### config.mk
export PLATFORM = sky130hd
export DESIGN_NAME = game_state_ctrl_flat
export DESIGN_NICKNAME = d
export VERILOG_FILES = /design/src/rtl/game_state_ctrl_if.sv /design/src/rtl/game_state_ctrl.sv /design/src/flat_wrapper.sv
export SDC_FILE = /design/constraint.sdc
export NUM_CORES = 1
export LEC_CHECK = 0
export BUFFER_PORTS_ARGS = -buffer_cell sky130_fd_sc_hd__buf_2
export CORE_UTILIZATION = 63
export DETAILED_ROUTE_END_ITERATION = 10
export HOLD_SLACK_MARGIN = 0.15
export PLACE_DENSITY = 0.92
export SLEW_MARGIN = 20
export SYNTH_ARGS = -nofsm -noshare
export SYNTH_HDL_FRONTEND = slang
export SYNTH_SLANG_ARGS = --single-unit
### constraint.sdc
create_clock -name clk -period 4.15 [get_ports clk]
set_input_delay 0.415 -clock clk [delete_from_list [all_inputs] [get_ports clk]]
set_output_delay 0.415 -clock clk [all_outputs]
set_load 0.02 [all_outputs]
### src/rtl/game_state_ctrl_if.sv
// game_state_ctrl_if: game-logic status in, sequencer phase/score out.
interface game_state_ctrl_if #(parameter int OUT_WIDTH = 8) ();
  logic                 click;
  logic                 base1_nuked;
  logic                 base2_nuked;
  logic                 base3_nuked;
  logic [OUT_WIDTH-1:0] killcount;
  logic                 logic_rst;
  logic [1:0]           state;
  logic                 game_won;
  logic                 game_lost;
  logic [1:0]           bases_left;
  logic [OUT_WIDTH-1:0] final_score;
  logic [OUT_WIDTH-1:0] highscore;
  modport master (
    output click, base1_nuked, base2_nuked, base3_nuked, killcount,
    input  logic_rst, state, game_won, game_lost, bases_left, final_score, highscore
  );
  modport slave (
    input  click, base1_nuked, base2_nuked, base3_nuked, killcount,
    output logic_rst, state, game_won, game_lost, bases_left, final_score, highscore
  );
endinterface

### src/rtl/game_state_ctrl.sv
// game_state_ctrl: title/restart/play/over sequencer with final and high score.
module game_state_ctrl #(
    parameter int OUT_WIDTH   = 8,
    parameter int WIN_KILLS   = 50,
    parameter int RST_CYCLES  = 4,
    parameter int HOLD_CYCLES = 100_000_000
) (
    input logic clk,
    input logic rst,
    game_state_ctrl_if.slave bus
);
    localparam int MAXC = (RST_CYCLES > HOLD_CYCLES) ? RST_CYCLES : HOLD_CYCLES;
    localparam int CW = $clog2(MAXC + 1);
    typedef enum logic [1:0] {IDLE, RESTART, PLAY, OVER} state_t;
    state_t               st;
    logic                 click_d, lrst, won, lost;
    logic [2:0]           nk, hit, nk_next;
    logic [1:0]           bl, bl_next;
    logic [CW-1:0]        cnt;
    logic [OUT_WIDTH-1:0] final_score, highscore;
    logic                 click_rise, all_nuked, win;
    assign click_rise = bus.click & ~click_d;
    assign hit        = {bus.base3_nuked, bus.base2_nuked, bus.base1_nuked};
    assign all_nuked  = &(nk | hit);
    assign win        = bus.killcount >= OUT_WIDTH'(WIN_KILLS);
    // latches only collect hits while playing and freeze for the final scene
    assign nk_next = (st == PLAY) ? (nk | hit) : (st == OVER) ? nk : 3'b000;
    assign bl_next = 2'd3 - ({1'b0, nk_next[0]} + {1'b0, nk_next[1]} + {1'b0, nk_next[2]});
    always_ff @(posedge clk) begin
        if (rst) begin
            st          <= IDLE;
            lrst        <= 1'b1;
            won         <= 1'b0;
            lost        <= 1'b0;
            bl          <= 2'd3;
            final_score <= '0;
            highscore   <= '0;
            click_d     <= 1'b0;
            nk          <= 3'b000;
            cnt         <= '0;
        end else begin
            click_d <= bus.click;
            nk      <= nk_next;
            bl      <= bl_next;
            case (st)
                IDLE: if (click_rise) begin
                    st  <= RESTART;
                    cnt <= CW'(RST_CYCLES - 1);
                end
                RESTART: if (cnt == '0) begin
                    st   <= PLAY;
                    lrst <= 1'b0;
                end else cnt <= cnt - 1'b1;
                PLAY: if (all_nuked || win) begin
                    st          <= OVER;
                    cnt         <= CW'(HOLD_CYCLES - 1);
                    final_score <= bus.killcount;
                    highscore   <= (bus.killcount > highscore) ? bus.killcount : highscore;
                    lost        <= all_nuked;
                    won         <= ~all_nuked;
                end
                OVER: if (cnt != '0) cnt <= cnt - 1'b1;
                else if (click_rise) begin
                    st   <= RESTART;
                    cnt  <= CW'(RST_CYCLES - 1);
                    lrst <= 1'b1;
                    won  <= 1'b0;
                    lost <= 1'b0;
                end
            endcase
        end
    end
    assign bus.logic_rst   = lrst;
    assign bus.state       = st;
    assign bus.game_won    = won;
    assign bus.game_lost   = lost;
    assign bus.bases_left  = bl;
    assign bus.final_score = final_score;
    assign bus.highscore   = highscore;
endmodule

### src/flat_wrapper.sv
// flat-port wrapper written by rule: the top's interface ports become plain ports
module game_state_ctrl_flat 
#(
    parameter int OUT_WIDTH   = 8,
    parameter int WIN_KILLS   = 50,
    parameter int RST_CYCLES  = 4,
    parameter int HOLD_CYCLES = 100_000_000
)
  (clk, rst, bus_click, bus_base1_nuked, bus_base2_nuked, bus_base3_nuked, bus_killcount, bus_logic_rst, bus_state, bus_game_won, bus_game_lost, bus_bases_left, bus_final_score, bus_highscore);
  game_state_ctrl_if #(.OUT_WIDTH(OUT_WIDTH)) bus_i ();
  input logic clk;
  input logic rst;
  input wire logic [$bits(bus_i.click)-1:0] bus_click;
  input wire logic [$bits(bus_i.base1_nuked)-1:0] bus_base1_nuked;
  input wire logic [$bits(bus_i.base2_nuked)-1:0] bus_base2_nuked;
  input wire logic [$bits(bus_i.base3_nuked)-1:0] bus_base3_nuked;
  input wire logic [$bits(bus_i.killcount)-1:0] bus_killcount;
  output wire logic [$bits(bus_i.logic_rst)-1:0] bus_logic_rst;
  output wire logic [$bits(bus_i.state)-1:0] bus_state;
  output wire logic [$bits(bus_i.game_won)-1:0] bus_game_won;
  output wire logic [$bits(bus_i.game_lost)-1:0] bus_game_lost;
  output wire logic [$bits(bus_i.bases_left)-1:0] bus_bases_left;
  output wire logic [$bits(bus_i.final_score)-1:0] bus_final_score;
  output wire logic [$bits(bus_i.highscore)-1:0] bus_highscore;
  assign bus_i.click = bus_click;
  assign bus_i.base1_nuked = bus_base1_nuked;
  assign bus_i.base2_nuked = bus_base2_nuked;
  assign bus_i.base3_nuked = bus_base3_nuked;
  assign bus_i.killcount = bus_killcount;
  assign bus_logic_rst = bus_i.logic_rst;
  assign bus_state = bus_i.state;
  assign bus_game_won = bus_i.game_won;
  assign bus_game_lost = bus_i.game_lost;
  assign bus_bases_left = bus_i.bases_left;
  assign bus_final_score = bus_i.final_score;
  assign bus_highscore = bus_i.highscore;
  game_state_ctrl #(.OUT_WIDTH(OUT_WIDTH), .WIN_KILLS(WIN_KILLS), .RST_CYCLES(RST_CYCLES), .HOLD_CYCLES(HOLD_CYCLES)) u_core (.clk(clk), .rst(rst), .bus(bus_i));
endmodule
* Word-level counts from Yosys, hierarchy flattened
Cells that the tools add are included.
Operators by class: $lt $le $gt $ge 2, equality and inequality tests 8, bitwise operators 4, reductions and logical operators 13, add/sub/neg operators 4, muxes and demuxes 22
Operators by type and width (count):
- $mux W27 | 4
- $pmux W27 S4 | 1
- $logic_not A27 Y1 | 1
- $reduce_bool A27 Y1 | 1
- $sub A27 B1 Y27 const B | 1
- $reduce_and A3 Y1 | 3
- $ge A8 B6 Y1 const B | 1
- $gt A8 B8 Y1 | 1
- $mux W2 | 4
- $pmux W2 S4 | 1
- $reduce_and A4 Y1 | 2
- $mux W1 | 7
- $mux W3 | 2
- $ne A2 B2 Y1 const B | 3
- $pmux W1 S2 | 3
- $eq A2 B2 Y1 const B | 2
- $ne A2 B1 Y1 const B | 2
- $reduce_and A2 Y1 | 2
- $reduce_bool A2 Y1 | 2
- $or A3 B3 Y3 | 1
- $add A1 B1 Y2 | 1
- $add A2 B1 Y2 | 1
- $eq A2 B1 Y1 const B | 1
- $logic_not A2 Y1 | 1
- other kinds (4) | 5
Word-level totals: bits of input ports 14, register bits after elaboration 54

* Depth between registers and ports, before layout
depth in word-level cells 6, depth in mapped cells 9

* Least setup slack after synthesis
Ideal clock, no wire load.
kind reg2reg, from register u_core.st[0], in the netlist u_core.bus.state[0], to register u_core.cnt[5], library setup time 117 ps, path buffers 1, slack 1730 ps, cell stages (with the launch flop) 9, required time 4033 ps, arrival time 2302 ps, period minus slack after synthesis 2420 ps, cell sequence dfxtp_1 -> inv_1 -> ha_1 -> clkbuf_1 -> o2111ai_1 -> a21boi_0 -> o21ai_2 -> or3_1 -> a32o_1
Between the ends: word-level cells in the longest chain between the ends 3, elaborated cells on any way between the ends 8
RTL lines:
- start: declaration | line game_state_ctrl.sv:15 | state_t st;
- start signal: assignment | line game_state_ctrl.sv:31 | st <= IDLE;
- start signal: assignment | line game_state_ctrl.sv:47 | st <= RESTART;
- start signal: assignment | line game_state_ctrl.sv:51 | st <= PLAY;
- $eq A2 B2 Y1 or $eq A2 B1 Y1 (tied branches) | line game_state_ctrl.sv:45 | case (st)
- $ne A2 B2 Y1 (no source line)
- $reduce_and A2 Y1 (no source line)
- end signal: assignment | line game_state_ctrl.sv:48 | cnt <= CW'(RST_CYCLES - 1);
- end signal: assignment | line game_state_ctrl.sv:53 | end else cnt <= cnt - 1'b1;
- end signal: assignment | line game_state_ctrl.sv:56 | cnt <= CW'(HOLD_CYCLES - 1);
- end: declaration | line game_state_ctrl.sv:19 | logic [CW-1:0] cnt;
Parallel ways exist; a longest one is shown, timed or not. A chain may end at the register's enable or synchronous reset.

* Worst setup path after layout
Same ends and word-level chain as after synthesis.

==> results.py <==
metrics = {
    "place": {
        "dpl.hpwl_um": 5850,
        "io_buffers": 36,
        "routabilityCongestion": 0.905,
    },
    "critical_path": {
        "start_kind": "flip-flop",
        "arrival_ps": 3070,
        "path_max_fanout": 15,
        "worst_setup_path_end_kind": "flip-flop",
        "crit_path_max_incr_delay_ps": 690,
        "worstPathCellList": "inv_1 -> ha_1 -> o2111ai_1 -> a21boi_0 -> o21ai_2 -> or3_1 -> a32o_1",
        "critPathKind": "reg2reg",
        "crit_slowest_cell": "a21boi_0",
        "critPathRequiredTime_ps": 4360,
    },
    "sta": {
        "max_slew.worst_pin.slew_ps": 926,
        "finalSetupTns_ps": 0,
        "setup_violations": 0,
        "max_freq_mhz": 350,
        "fin_worst_skew_ps": 11.5,
        "grt_setup_unrepaired": "false",
        "final.min_clock_period_ps": 2860,
        "drv_slew": 0,
        "hold_violations": 0,
        "period_share_pct": 68.8,
        "slew_headroom_pct": 38.0,
    },
    "job": {
        "maxCapViolations": 0,
    },
    "logic_synthesis": {
        "synth_edf_count": 0,
        "synth_top_area_cell": "dfxtp_1",
        "synthDistinctLibCells": 58,
        "yosys_warnings": 0,
        "ys.flop_type": "dfxtp_1",
        "netlist_top_cells_area": "dfxtp_1, a21oi_1, nor2_1, ha_1, o21ai_0",
        "syn_avg_cell_area_sq_um": 7.87,
        "syn_inst": 402,
        "syn_nets": 432,
        "ys_seq_area_share_pct": 34.2,
        "async_flop_share_pct": 0,
        "syn-cell-area_sq_mm": 0.00317,
        "synth_top_area_share_pct": 34.2,
        "synth-seq-cells": 54,
    },
    "power": {
        "power.leakage_nw": 1.34,
        "peakVddDrop_uv": 434,
        "power_per_cell_area_mw_per_mm2": 961,
    },
    "cells_and_area": {
        "mostFrequentLayoutCells": "nor2_1, dfxtp_1, a21oi_1",
        "n_antenna_cell": 0,
        "fin_nets": 463,
        "syn2layout_area_growth_pct": 10.6,
        "drive_above_1_share_pct": 14.5,
        "final_util_pct": 73.1,
        "num-fill-cells": 355,
    },
    "detailed_routing": {
        "drt_first_pass_iters": 5,
        "routed_wl_um": 8370,
        "wl_per_cell_um": 16.7,
        "drc": 0,
        "viasPerCell": 6.48,
        "drt_iter0_drc": 383,
        "postRouteAntennaNets": 0,
        "vias": 3245,
    },
    "cts": {
        "clock-root-buffer": "clkbuf_8",
        "postCtsSetupRepairBufs": 0,
        "cts_sinks": 54,
        "tritoncts": "yes",
        "clkLatencyLatePin_ps": 310,
        "cts_buffers": 5,
        "cts_resized": 0,
        "cts_buffer_depth": 2,
        "htree_levels": 2,
        "clk_pin_slew_ps": 110,
        "holdBufCountCts": 0,
    },
    "grt": {
        "antenna_found_initial": 0,
        "grt_pass1_vias": 2974,
        "grt_use_total_pct": 32.5,
        "grt_pass1_wl_um": 13600,
        "grt-ovfl-total": 0,
        "grt_max_degree": 48,
    },
    "floorplanning": {
        "die_x_um": 72.9,
        "die_y_um": 72.9,
        "coreArea_sq_mm": 0.00479,
        "die_area_sq_mm": 0.00531,
        "ios": 37,
        "start_util_pct": 66.1,
        "rows": 25,
    },
    "worst_hold_path": {
        "hp-class": "in2reg",
    },
    "status": {
        "outcome": "finished, final reports clean",
    },
}
## routing by layer
metal | share of wire, % | wire length, um | vias to the layer above | track usage [%]
li1 | - | - | 1527 | -
met1 | 42 | 3490 | 1525 | 41.7
met2 | 48 | 4040 | 172 | 55.5
met3 | 7.9 | 665 | 21 | 5.80
met4 | 2.1 | 174 | 0 | 10.2
met5 | 0 | 0 | - | 0
## final cells by class
type	count	area [sq um]	area share (%)
Inverter	20	75.1	2.15
Sequential cell	54	1080	30.9
Tap cell	67	83.8	2.40
Timing Repair Buffer	40	210	6.01
Multi-Input combinational cell	312	1940	55.4
Clock inverter	2	37.5	1.07
Clock buffer	6	72.6	2.07
## registers in the layout, summed over array words and instances, names as in the netlist
name	flops
u_core.click_d	1
u_core.bus.logic_rst	1
u_core.bus.game_lost	1
u_core.bus.highscore	8
u_core.bus.game_won	1
u_core.nk	3
u_core.bus.bases_left	2
u_core.bus.final_score	8
u_core.bus.state	2
u_core.cnt	27
## per-stage QoR
stage / cell area (sq um) / hold WS [ps] / cells / power [mW] / setup WS [ps]
2_1_floorplan: 3170 / 457 / 402 / 2.44 / 1730
3_3_place_gp: 3390 / 443 / 493 / 2.87 / 1230
3_5_place_dp: 3390 / 444 / 493 / 2.92 / 1210
4_1_cts: 3500 / 344 / 501 / 3.29 / 1370
5_1_grt: 3500 / 374 / 501 / 3.59 / 1100
6_report: 3500 / 340 / 501 / 3.36 / 1290
## cells by family (layout without fill, tap and decap cells)
group	Yosys count	in the layout	share of synthesized area, %
compound gates	123	123	24.4
xor+xnor	2	2	0.553
fa+ha+maj	16	16	6.56
buf+inv	36	68	4.58
flops	54	54	34.2
mux	13	13	4.15
simple gates	158	158	25.6
## critical path: cells and delay by family (launching register included)
kind | cells | cell delay (ps)
AO/OA/AOI/OAI | 4 | 1550
AND/OR/NAND/NOR | 1 | 460
flip-flops | 1 | 410
adder cells (fa/ha/maj) | 1 | 230
buffers and inverters | 1 | 100
## cells in the mapped netlist, drive strengths merged, types with 2 or more instances
library cell,number
a211oi,3
a21oi,48
a22oi,3
a31oi,7
a32o,2
and2,2
and3,3
buf,4
clkbuf,12
dfxtp,54
ha,15
inv,19
mux2i,12
nand2,26
nand2b,4
nand3,11
nand4,8
nor2,56
nor2b,5
nor3,18
nor4,4
o211ai,7
o21a,2
o21ai,31
o22ai,6
o31ai,2
o32ai,2
or2,3
or3,9
or4,5
xnor2,2
## power by group
group | internal, mW | leakage [nW] | switching [mW] | total [mW]
Clock | 0.180 | 0.0514 | 0.176 | 0.357
Sequential | 0.638 | 0.438 | 0.126 | 0.763
Combinational | 0.756 | 0.848 | 1.49 | 2.24
Total | 1.57 | 1.34 | 1.79 | 3.36
## worst paths after layout
check                                               start                        end  slack, ps  depth (start not counted)
worst min-delay path                            bus_click             u_core.click_d        340                          2
worst min register to register  u_core.bus.final_score[2]  u_core.bus.final_score[2]        460                          2
worst max register to register        u_core.bus.state[0]              u_core.cnt[5]       1290                          7
worst max-delay path                  u_core.bus.state[0]              u_core.cnt[5]       1290                          7
(Power assumes the default switching activity.)
